$ cat config.mk
export PLATFORM = sky130hd
export DESIGN_NAME = conv_encoder_tx
export DESIGN_NICKNAME = d
export VERILOG_FILES = /design/src/rtl/viterbi_pkg.sv /design/src/rtl/conv_parity.sv /design/src/rtl/conv_encoder_tx.sv
export SDC_FILE = /design/constraint.sdc
export NUM_CORES = 1
export LEC_CHECK = 0
export BUFFER_PORTS_ARGS = -buffer_cell sky130_fd_sc_hd__buf_2
export CAP_MARGIN = 10
export CORE_UTILIZATION = 54
export CTS_CLUSTER_DIAMETER = 30
export DETAILED_ROUTE_END_ITERATION = 6
export PLACE_DENSITY = 0.76
export SLEW_MARGIN = 20
export SYNTH_ARGS = -nofsm -noshare
export SYNTH_HDL_FRONTEND = slang
export SYNTH_HIERARCHICAL = 1
export SYNTH_SLANG_ARGS = --single-unit
export TNS_END_PERCENT = 50
$ cat constraint.sdc
create_clock -name i_clk -period 2.3 [get_ports i_clk]
set_clock_uncertainty 0.1 [all_clocks]
set_input_delay 0.46 -clock i_clk [delete_from_list [all_inputs] [get_ports i_clk]]
set_output_delay 0.46 -clock i_clk [all_outputs]
set_load 0.1 [all_outputs]
$ cat src/rtl/viterbi_pkg.sv
// Shared definitions for the convolutional encoder (tx) and the Viterbi decoder (rx):
// code polynomials, trellis size, code symbol type and encoder FSM states.
package viterbi_pkg;

  localparam int K = 3;
  localparam logic [K-1:0] G0 = 3'b111;
  localparam logic [K-1:0] G1 = 3'b101;
  localparam int NUM_STATES = 2**(K-1);

  typedef logic [1:0] code_sym_t;

  typedef enum logic [1:0] {
    IDLE,
    ENC,
    FLUSH,
    DONE
  } enc_state_t;

endpackage

$ cat src/rtl/conv_parity.sv
// Combinational parity stage: maps the encoder window s = {bit, sr} to the
// code symbol {parity(G0), parity(G1)}.
module conv_parity
  import viterbi_pkg::code_sym_t;
#(
  parameter int           K  = viterbi_pkg::K,
  parameter logic [K-1:0] G0 = viterbi_pkg::G0,
  parameter logic [K-1:0] G1 = viterbi_pkg::G1
) (
  input  logic [K-1:0] s,
  output code_sym_t    sym
);

  always_comb begin
    sym = {^(s & G0), ^(s & G1)};
  end

endmodule

$ cat src/rtl/conv_encoder_tx.sv
// Rate-1/2 convolutional encoder, transmit side: accepts FRAME_LEN bits, appends
// K-1 zero tail bits and streams one registered code symbol per bit.
module conv_encoder_tx #(
  parameter int           K         = viterbi_pkg::K,
  parameter logic [K-1:0] G0        = viterbi_pkg::G0,
  parameter logic [K-1:0] G1        = viterbi_pkg::G1,
  parameter int           FRAME_LEN = 16
) (
  input  logic       i_clk,
  input  logic       i_rst,
  input  logic       i_start,
  input  logic       i_valid,
  input  logic       i_bit,
  output logic       o_ready,
  output logic       o_valid,
  output logic [1:0] o_data,
  output logic       o_last,
  input  logic       i_ready,
  output logic       o_busy
);

  import viterbi_pkg::code_sym_t;
  import viterbi_pkg::enc_state_t;
  import viterbi_pkg::IDLE;
  import viterbi_pkg::ENC;
  import viterbi_pkg::FLUSH;
  import viterbi_pkg::DONE;

  localparam int BW = $clog2(FRAME_LEN + 1);
  localparam int TW = $clog2(K);
  localparam logic [BW-1:0] LAST_BIT  = BW'(FRAME_LEN - 1);
  localparam logic [TW-1:0] LAST_TAIL = TW'(K - 2);

  enc_state_t    state;
  enc_state_t    state_nxt;
  logic [K-2:0]  sr;
  logic [BW-1:0] bit_cnt;
  logic [TW-1:0] tail_cnt;

  logic          slot_free;
  logic          accept;
  logic          tail_fire;
  logic          load;
  logic          last_sym;
  logic          enc_bit;
  logic [K-1:0]  s;
  code_sym_t     sym;

  conv_parity #(
    .K  (K),
    .G0 (G0),
    .G1 (G1)
  ) u_parity (
    .s   (s),
    .sym (sym)
  );

  // State register
  always_ff @(posedge i_clk or posedge i_rst) begin
    if (i_rst) begin
      state <= IDLE;
    end else begin
      state <= state_nxt;
    end
  end

  // Next-state logic
  always_comb begin
    state_nxt = state;
    case (state)
      IDLE:    if (i_start) state_nxt = ENC;
      ENC:     if (accept && (bit_cnt == LAST_BIT)) state_nxt = FLUSH;
      FLUSH:   if (last_sym) state_nxt = DONE;
      DONE:    if (o_valid && i_ready) state_nxt = IDLE;
      default: state_nxt = IDLE;
    endcase
  end

  // Output / control decode; the output slot frees in the same cycle the
  // downstream takes the symbol, so streaming has no bubbles.
  always_comb begin
    slot_free = !o_valid || i_ready;
    o_ready   = (state == ENC) && slot_free;
    accept    = o_ready && i_valid;
    tail_fire = (state == FLUSH) && slot_free;
    load      = accept || tail_fire;
    last_sym  = tail_fire && (tail_cnt == LAST_TAIL);
    enc_bit   = (state == ENC) ? i_bit : 1'b0;
    s         = {enc_bit, sr};
    o_busy    = (state != IDLE);
  end

  // Shift register and frame counters
  always_ff @(posedge i_clk or posedge i_rst) begin
    if (i_rst) begin
      sr       <= '0;
      bit_cnt  <= '0;
      tail_cnt <= '0;
    end else if ((state == IDLE) && i_start) begin
      sr       <= '0;
      bit_cnt  <= '0;
      tail_cnt <= '0;
    end else if (load) begin
      sr <= s[K-1:1];
      if (accept) begin
        bit_cnt <= bit_cnt + 1'b1;
      end
      if (tail_fire) begin
        tail_cnt <= tail_cnt + 1'b1;
      end
    end
  end

  // One-entry output register; contents hold while stalled by i_ready=0.
  always_ff @(posedge i_clk or posedge i_rst) begin
    if (i_rst) begin
      o_valid <= 1'b0;
      o_data  <= '0;
      o_last  <= 1'b0;
    end else if (load) begin
      o_valid <= 1'b1;
      o_data  <= sym;
      o_last  <= last_sym;
    end else if (i_ready) begin
      o_valid <= 1'b0;
      o_last  <= 1'b0;
    end
  end

endmodule

==> results.json, run 1 <==
{
  "clockBufferDepth": 2,
  "clkSlewWorstSetupHoldPaths_ns": 0.09,
  "maxCapViolations": 0,
  "timing.rr.start": "state[1]$_DFFE_PP0P_",
  "worstSetupEndpointType": "output port",
  "rsz0062_at_grt": "no",
  "cp_max_fo": 6,
  "yosysWarnings": 6,
  "syn_area_sq_um": 871,
  "antenna_cells": 0,
  "grt_util_all_layers_pct": 18.9,
  "r2r_setup_slack_ns": 0.53,
  "grt_pass1_vias": 591,
  "layout_common_cells": "15 x dfrtp_1, 10 x buf_2, 8 x inv_1, 8 x ha_1, 7 x nor2_1",
  "grt_pass1_wl_microns": 2440,
  "critical_path_class": "register to output port",
  "setup_tns_ns": 0,
  "drive_gt1_share_pct": 28.0,
  "core_area_sq_um": 1510,
  "syn_nets": 93,
  "die-area_sq_um": 1780,
  "first_pass_iters": 4,
  "slew_headroom_pct": 61.5,
  "post-route-period-util_pct": 91.8,
  "cts_tree": "done",
  "period_minus_slack_ns": 2.11,
  "hp-class": "primary input to asynchronous set/reset pin",
  "drc": 0,
  "start_util_pct": 57.8,
  "yosysTopAreaCell": "dfrtp_1",
  "avgSynthCellArea_sq_um": 11.0,
  "slew_viol_final": 0,
  "clock-root-buffer": "clkbuf_4",
  "row_count": 14,
  "die_x_microns": 42.2,
  "synth_edf_count": 0,
  "worstPathCellList": "inv_1 > ha_1 > and2_2 > buf_12",
  "yosys_register_bits": 15,
  "cp_slowest_cell": "dfrtp_1",
  "grt_overflow": 0,
  "syn_inst": 79,
  "ant_nets": 0,
  "cp-start-kind": "register",
  "fmax_mhz": 474,
  "whs_ns": 0.120,
  "cp_data_arrival_time_ns": 1.55,
  "setup_viol_count_final": 0,
  "grt_max_degree": 16,
  "syn_to_final_growth_pct": 12.6,
  "final_util_pct": 65.1,
  "postSynth.asyncResetShare_pct": 100,
  "layout_commonest_cell": "dfrtp_1",
  "synth-seq-area-share_pct": 43.1,
  "drt_iter0_drc": 5,
  "critPathRequiredTime_ns": 1.74,
  "cts_sinks": 15,
  "ctsHtreeMaxLevel": 1,
  "ys.flop_type": "dfrtp_1",
  "drt-vias-per-instance": 5.24,
  "r2r-end": "o_data[1]$_DFFE_PP0P_",
  "synth_area_leaders": "dfrtp_1 43%, ha_1 11%, xor2_1 4.0%",
  "vias": 571,
  "postCtsResizedCells": 0,
  "die_y_microns": 42.2,
  "routedWlPerCell_microns": 12.7,
  "pin_count": 12,
  "post_cts_buffers": 0,
  "gp_congestion": 0.835,
  "status": "complete, no violations",
  "synth_top_cell_area_share_pct": 43.1,
  "clock_latency_ns": 0.28,
  "reg2reg_depth": 5,
  "portBuffers": 11,
  "nets": 108,
  "tightest_slew_ns": 0.577,
  "slowest_delay_ns": 0.43,
  "ys_types": 31,
  "cts_buffers": 3,
  "antenna_found_initial": 0,
  "hold_viol": 0,
  "routed_wl_microns": 1390,
  "holdBufCountCts": 0
}
## registers in the layout, indices dropped and copies added, names as in the netlist
signal / count
tail_cnt: 2
state: 2
o_valid: 1
bit_cnt: 5
sr: 2
o_last: 1
o_data: 2
## logic make-up after synthesis
family                     count (synthesis)  synth area share (%)
AOI/OAI and AO/OA                         11                  8.48
xor gates and xnor gates                   5                  6.75
adders and majority gates                  8                  11.5
buffers and inverters                      9                  4.31
DFF                                       15                  43.1
muxes                                      6                  7.76
and+or+nand+nor                           25                  18.1
## worst max-delay path by stage
stage | start | end | slack, ns
after detailed placement | state[1]$_DFFE_PP0P_ | o_ready | 0.49
final | state[1]$_DFFE_PP0P_ | o_ready | 0.19
after CTS | state[1]$_DFFE_PP0P_ | o_ready | 0.17
after global routing | state[1]$_DFFE_PP0P_ | o_ready | 0.07
after floorplan | state[0]$_DFFE_PP0P_ | state[1]$_DFFE_PP0P_ | 0.14
after global placement | state[1]$_DFFE_PP0P_ | o_ready | 0.54
## synthesized netlist by cell type, types with 2 or more instances
| cell type | instances |
|---|---|
| and2_1 | 2 |
| nor2_1 | 7 |
| mux2_2 | 2 |
| inv_1 | 8 |
| a21oi_1 | 4 |
| ha_1 | 8 |
| dfrtp_1 | 15 |
| xor2_1 | 4 |
| mux2i_1 | 3 |
| nand2_1 | 5 |
## area by class of cell
type	count	area (sq um)
fill	109	526
multi-input combinational	55	458
sequential	15	375
timing repair buffer	11	70.1
inverter	8	30.0
clock buffer	3	22.5
tap	16	20.0
clock inverter	1	5.00
## critical path: cells and delay by family, from the launching register on
family	cells	cell delay, ns
flops	1	0.43
fa+ha+maj	1	0.30
simple gates	1	0.25
buf+inv	2	0.30
## metrics by stage
stage / cells / setup slack (ns) / instance area [sq um]
global route: 109 / 0.0724 / 981
finish: 109 / 0.189 / 981
global placement: 105 / 0.540 / 953
detailed placement: 105 / 0.492 / 953
CTS: 109 / 0.167 / 981
floorplan: 79 / 0.137 / 871
## metal layers
metal	up-vias	global-route usage (%)	wire length, microns
met5	-	0	0
li1	292	-	-
met3	2	3.88	44
met2	9	30.9	683
met1	268	22.8	640
met4	0	11.3	18
Power of run 1 is left out: the tool's default activity adds up to more than one toggle a clock period on the data nets, which glitch-free logic cannot reach.
==> run 2: changes to the inputs <==
Settings changed: ABC_AREA set to 1, CORE_UTILIZATION 54 to 55, REMOVE_ABC_BUFFERS set to 1.
==> run 2 against run 1 <==
Compared with the run above:
- first-iteration DRC count rose to 3.2 times the previous value
- core utilization up 2.7 points
- sequential share of layout area down 2.8 points
- global-route usage up 1.2 points
- register-to-register slack better by 0.21 ns
- die area up 6.6%
- routed wire length up 18%
- setup slack worse by 0.020 ns
- hold slack better by 0.0085 ns
- final cell count up 36%
- critical path depth up 1
- cell area up 7.8%
- critical path type unchanged
- critical endpoint unchanged
==> results.json, run 2 <==
{
  "status": "complete, no violations",
  "synth_area_leaders": "dfrtp_1 40%, nand2_1 14%, ha_1 11%",
  "yosys.area_share.simple_pct": 33.1,
  "yosysTopAreaCell": "dfrtp_1",
  "rsz0062_at_grt": "no",
  "tightest_slew_ns": 0.585,
  "synth-compound-area-share_pct": 7.26,
  "hp-class": "primary input to asynchronous set/reset pin",
  "grt_pass1_wl_microns": 2840,
  "core_area_sq_um": 1560,
  "setup_tns_ns": 0,
  "clkSlewWorstSetupHoldPaths_ns": 0.10,
  "synth_edf_count": 0,
  "critPathRequiredTime_ns": 1.74,
  "post-route-period-util_pct": 92.7,
  "regMostFlops": "bit_cnt",
  "postCtsResizedCells": 0,
  "timing.critical_path.buf_inv": 3,
  "hold_viol": 0,
  "yosysWarnings": 6,
  "critical_path_class": "register to output port",
  "nets": 147,
  "drt_iter0_drc": 16,
  "ant_nets": 0,
  "r2r-end": "state[1]$_DFFE_PP0P_",
  "cp_max_fo": 5,
  "synthMuxAreaShare_pct": 0,
  "die_y_microns": 43.5,
  "synth-seq-area-share_pct": 39.6,
  "antenna_cells": 0,
  "post_cts_buffers": 0,
  "dp_hpwl_microns": 1310,
  "syn_to_final_growth_pct": 11.5,
  "routed_wl_microns": 1640,
  "die-area_sq_um": 1890,
  "clockBufferDepth": 2,
  "portBuffers": 11,
  "die_x_microns": 43.5,
  "vias": 759,
  "setup_viol_count_final": 0,
  "cts_buffers": 3,
  "cp-startpoint": "state[1]$_DFFE_PP0P_",
  "slowest_delay_ns": 0.43,
  "synthTopCellsByCount": "36 x nand2_1, 20 x inv_1, 15 x dfrtp_1, 12 x nand3_1, 8 x ha_1",
  "crit_family": "flip-flops",
  "worstSetupEndpointType": "output port",
  "grt_pass1_vias": 688,
  "grt_max_degree": 16,
  "routedWlPerCell_microns": 11.1,
  "cp-start-kind": "register",
  "clock-root-buffer": "clkbuf_4",
  "avgSynthCellArea_sq_um": 8.04,
  "worstPathCellList": "inv_1 > ha_1 > inv_1 > nor2_4 > buf_12",
  "cp_data_arrival_time_ns": 1.57,
  "drt-vias-per-instance": 5.13,
  "ys_types": 22,
  "clock_latency_ns": 0.28,
  "cp_slowest_cell": "dfrtp_1",
  "ys.flop_type": "dfrtp_1",
  "slew_headroom_pct": 61.0,
  "reg2reg_depth": 9,
  "synth_fa_ha_area_share_pct": 10.6,
  "yosys_register_bits": 15,
  "ctsHtreeMaxLevel": 1,
  "drive_gt1_share_pct": 22.0,
  "synth_top_cell_area_share_pct": 39.6,
  "slew_viol_final": 0,
  "maxCapViolations": 0,
  "yosysMostFrequentCell": "nand2_1",
  "cts_sinks": 15,
  "cpMostUsedCell": "inv_1",
  "largest_reg_flops": 5,
  "r2r_setup_slack_ns": 0.74,
  "pin_count": 12,
  "layout_commonest_cell": "nand2_1",
  "gp_congestion": 0.820,
  "grt_util_all_layers_pct": 20.1,
  "start_util_pct": 60.8,
  "synth_top_family_by_area": "simple AND/OR/NAND/NOR gates",
  "layout_common_cells": "36 x nand2_1, 20 x inv_1, 15 x dfrtp_1, 12 x nand3_1, 10 x buf_2",
  "grt_overflow": 0,
  "first_pass_iters": 4,
  "period_minus_slack_ns": 2.13,
  "cts_tree": "done",
  "row_count": 14,
  "antenna_found_initial": 0,
  "drc": 0,
  "fmax_mhz": 469,
  "timing.rr.start": "bit_cnt[1]$_DFFE_PP0P_",
  "syn_area_sq_um": 948,
  "holdBufCountCts": 0,
  "postSynth.asyncResetShare_pct": 100,
  "synth_xor_xnor_area_share_pct": 0,
  "whs_ns": 0.129,
  "syn_inst": 118
}
==> run 2: layout make-up <==
cell class / count / area (sq um)
Clock buffer: 4 / 26.3
Multi-Input combinational cell: 80 / 483
Fill cell: 130 / 502
Timing Repair Buffer: 11 / 70.1
Inverter: 22 / 82.6
Tap cell: 16 / 20.0
Sequential cell: 15 / 375
==> run 2: stage by stage <==
stage,cells,setup slack (ns),instance area [sq um],util (%)
CTS,148,0.171,1060,67.8
floorplan,117,0.117,941,-
finish,148,0.169,1060,67.8
detailed placement,144,0.491,1030,66.1
global route,148,0.0894,1060,67.8
global placement,144,0.536,1030,66.1
==> run 2: worst register-to-register path, cell delays in order (launching register included) <==
cell and delay (ns):
dfrtp_1 0.41, ha_1 0.16, inv_1 0.06, nor3_1 0.16, ha_1 0.18, nand4_1 0.09
nand2_1 0.12, nand2_1 0.08, nand2_1 0.07, nand2_1 0.05
==> run 2: logic make-up (layout without fill, tap and decap cells) <==
kind of cell / Yosys count / count (layout)
buffers and inverters: 23 / 37
adders and majority gates: 8 / 8
DFF: 15 / 15
and+or+nand+nor: 62 / 62
AOI/OAI and AO/OA: 10 / 10
==> run 2: metal layers <==
| layer | GRT usage (%) | vias up | wire length (microns) |
|---|---|---|---|
| met4 | 3.75 | 0 | 0 |
| met2 | 32.7 | 4 | 798 |
| met1 | 28.2 | 357 | 821 |
| met5 | 0 | - | 0 |
| li1 | - | 398 | - |
| met3 | 3.75 | 0 | 23 |
==> run 2: worst max-delay path by stage <==
stage                          to  depth (start not counted)
after floorplan           o_ready                          3
after global placement    o_ready                          5
after detailed placement  o_ready                          5
after CTS                 o_ready                          5
after global routing      o_ready                          5
final                     o_ready                          5
Power of run 2 is left out for the same reason.
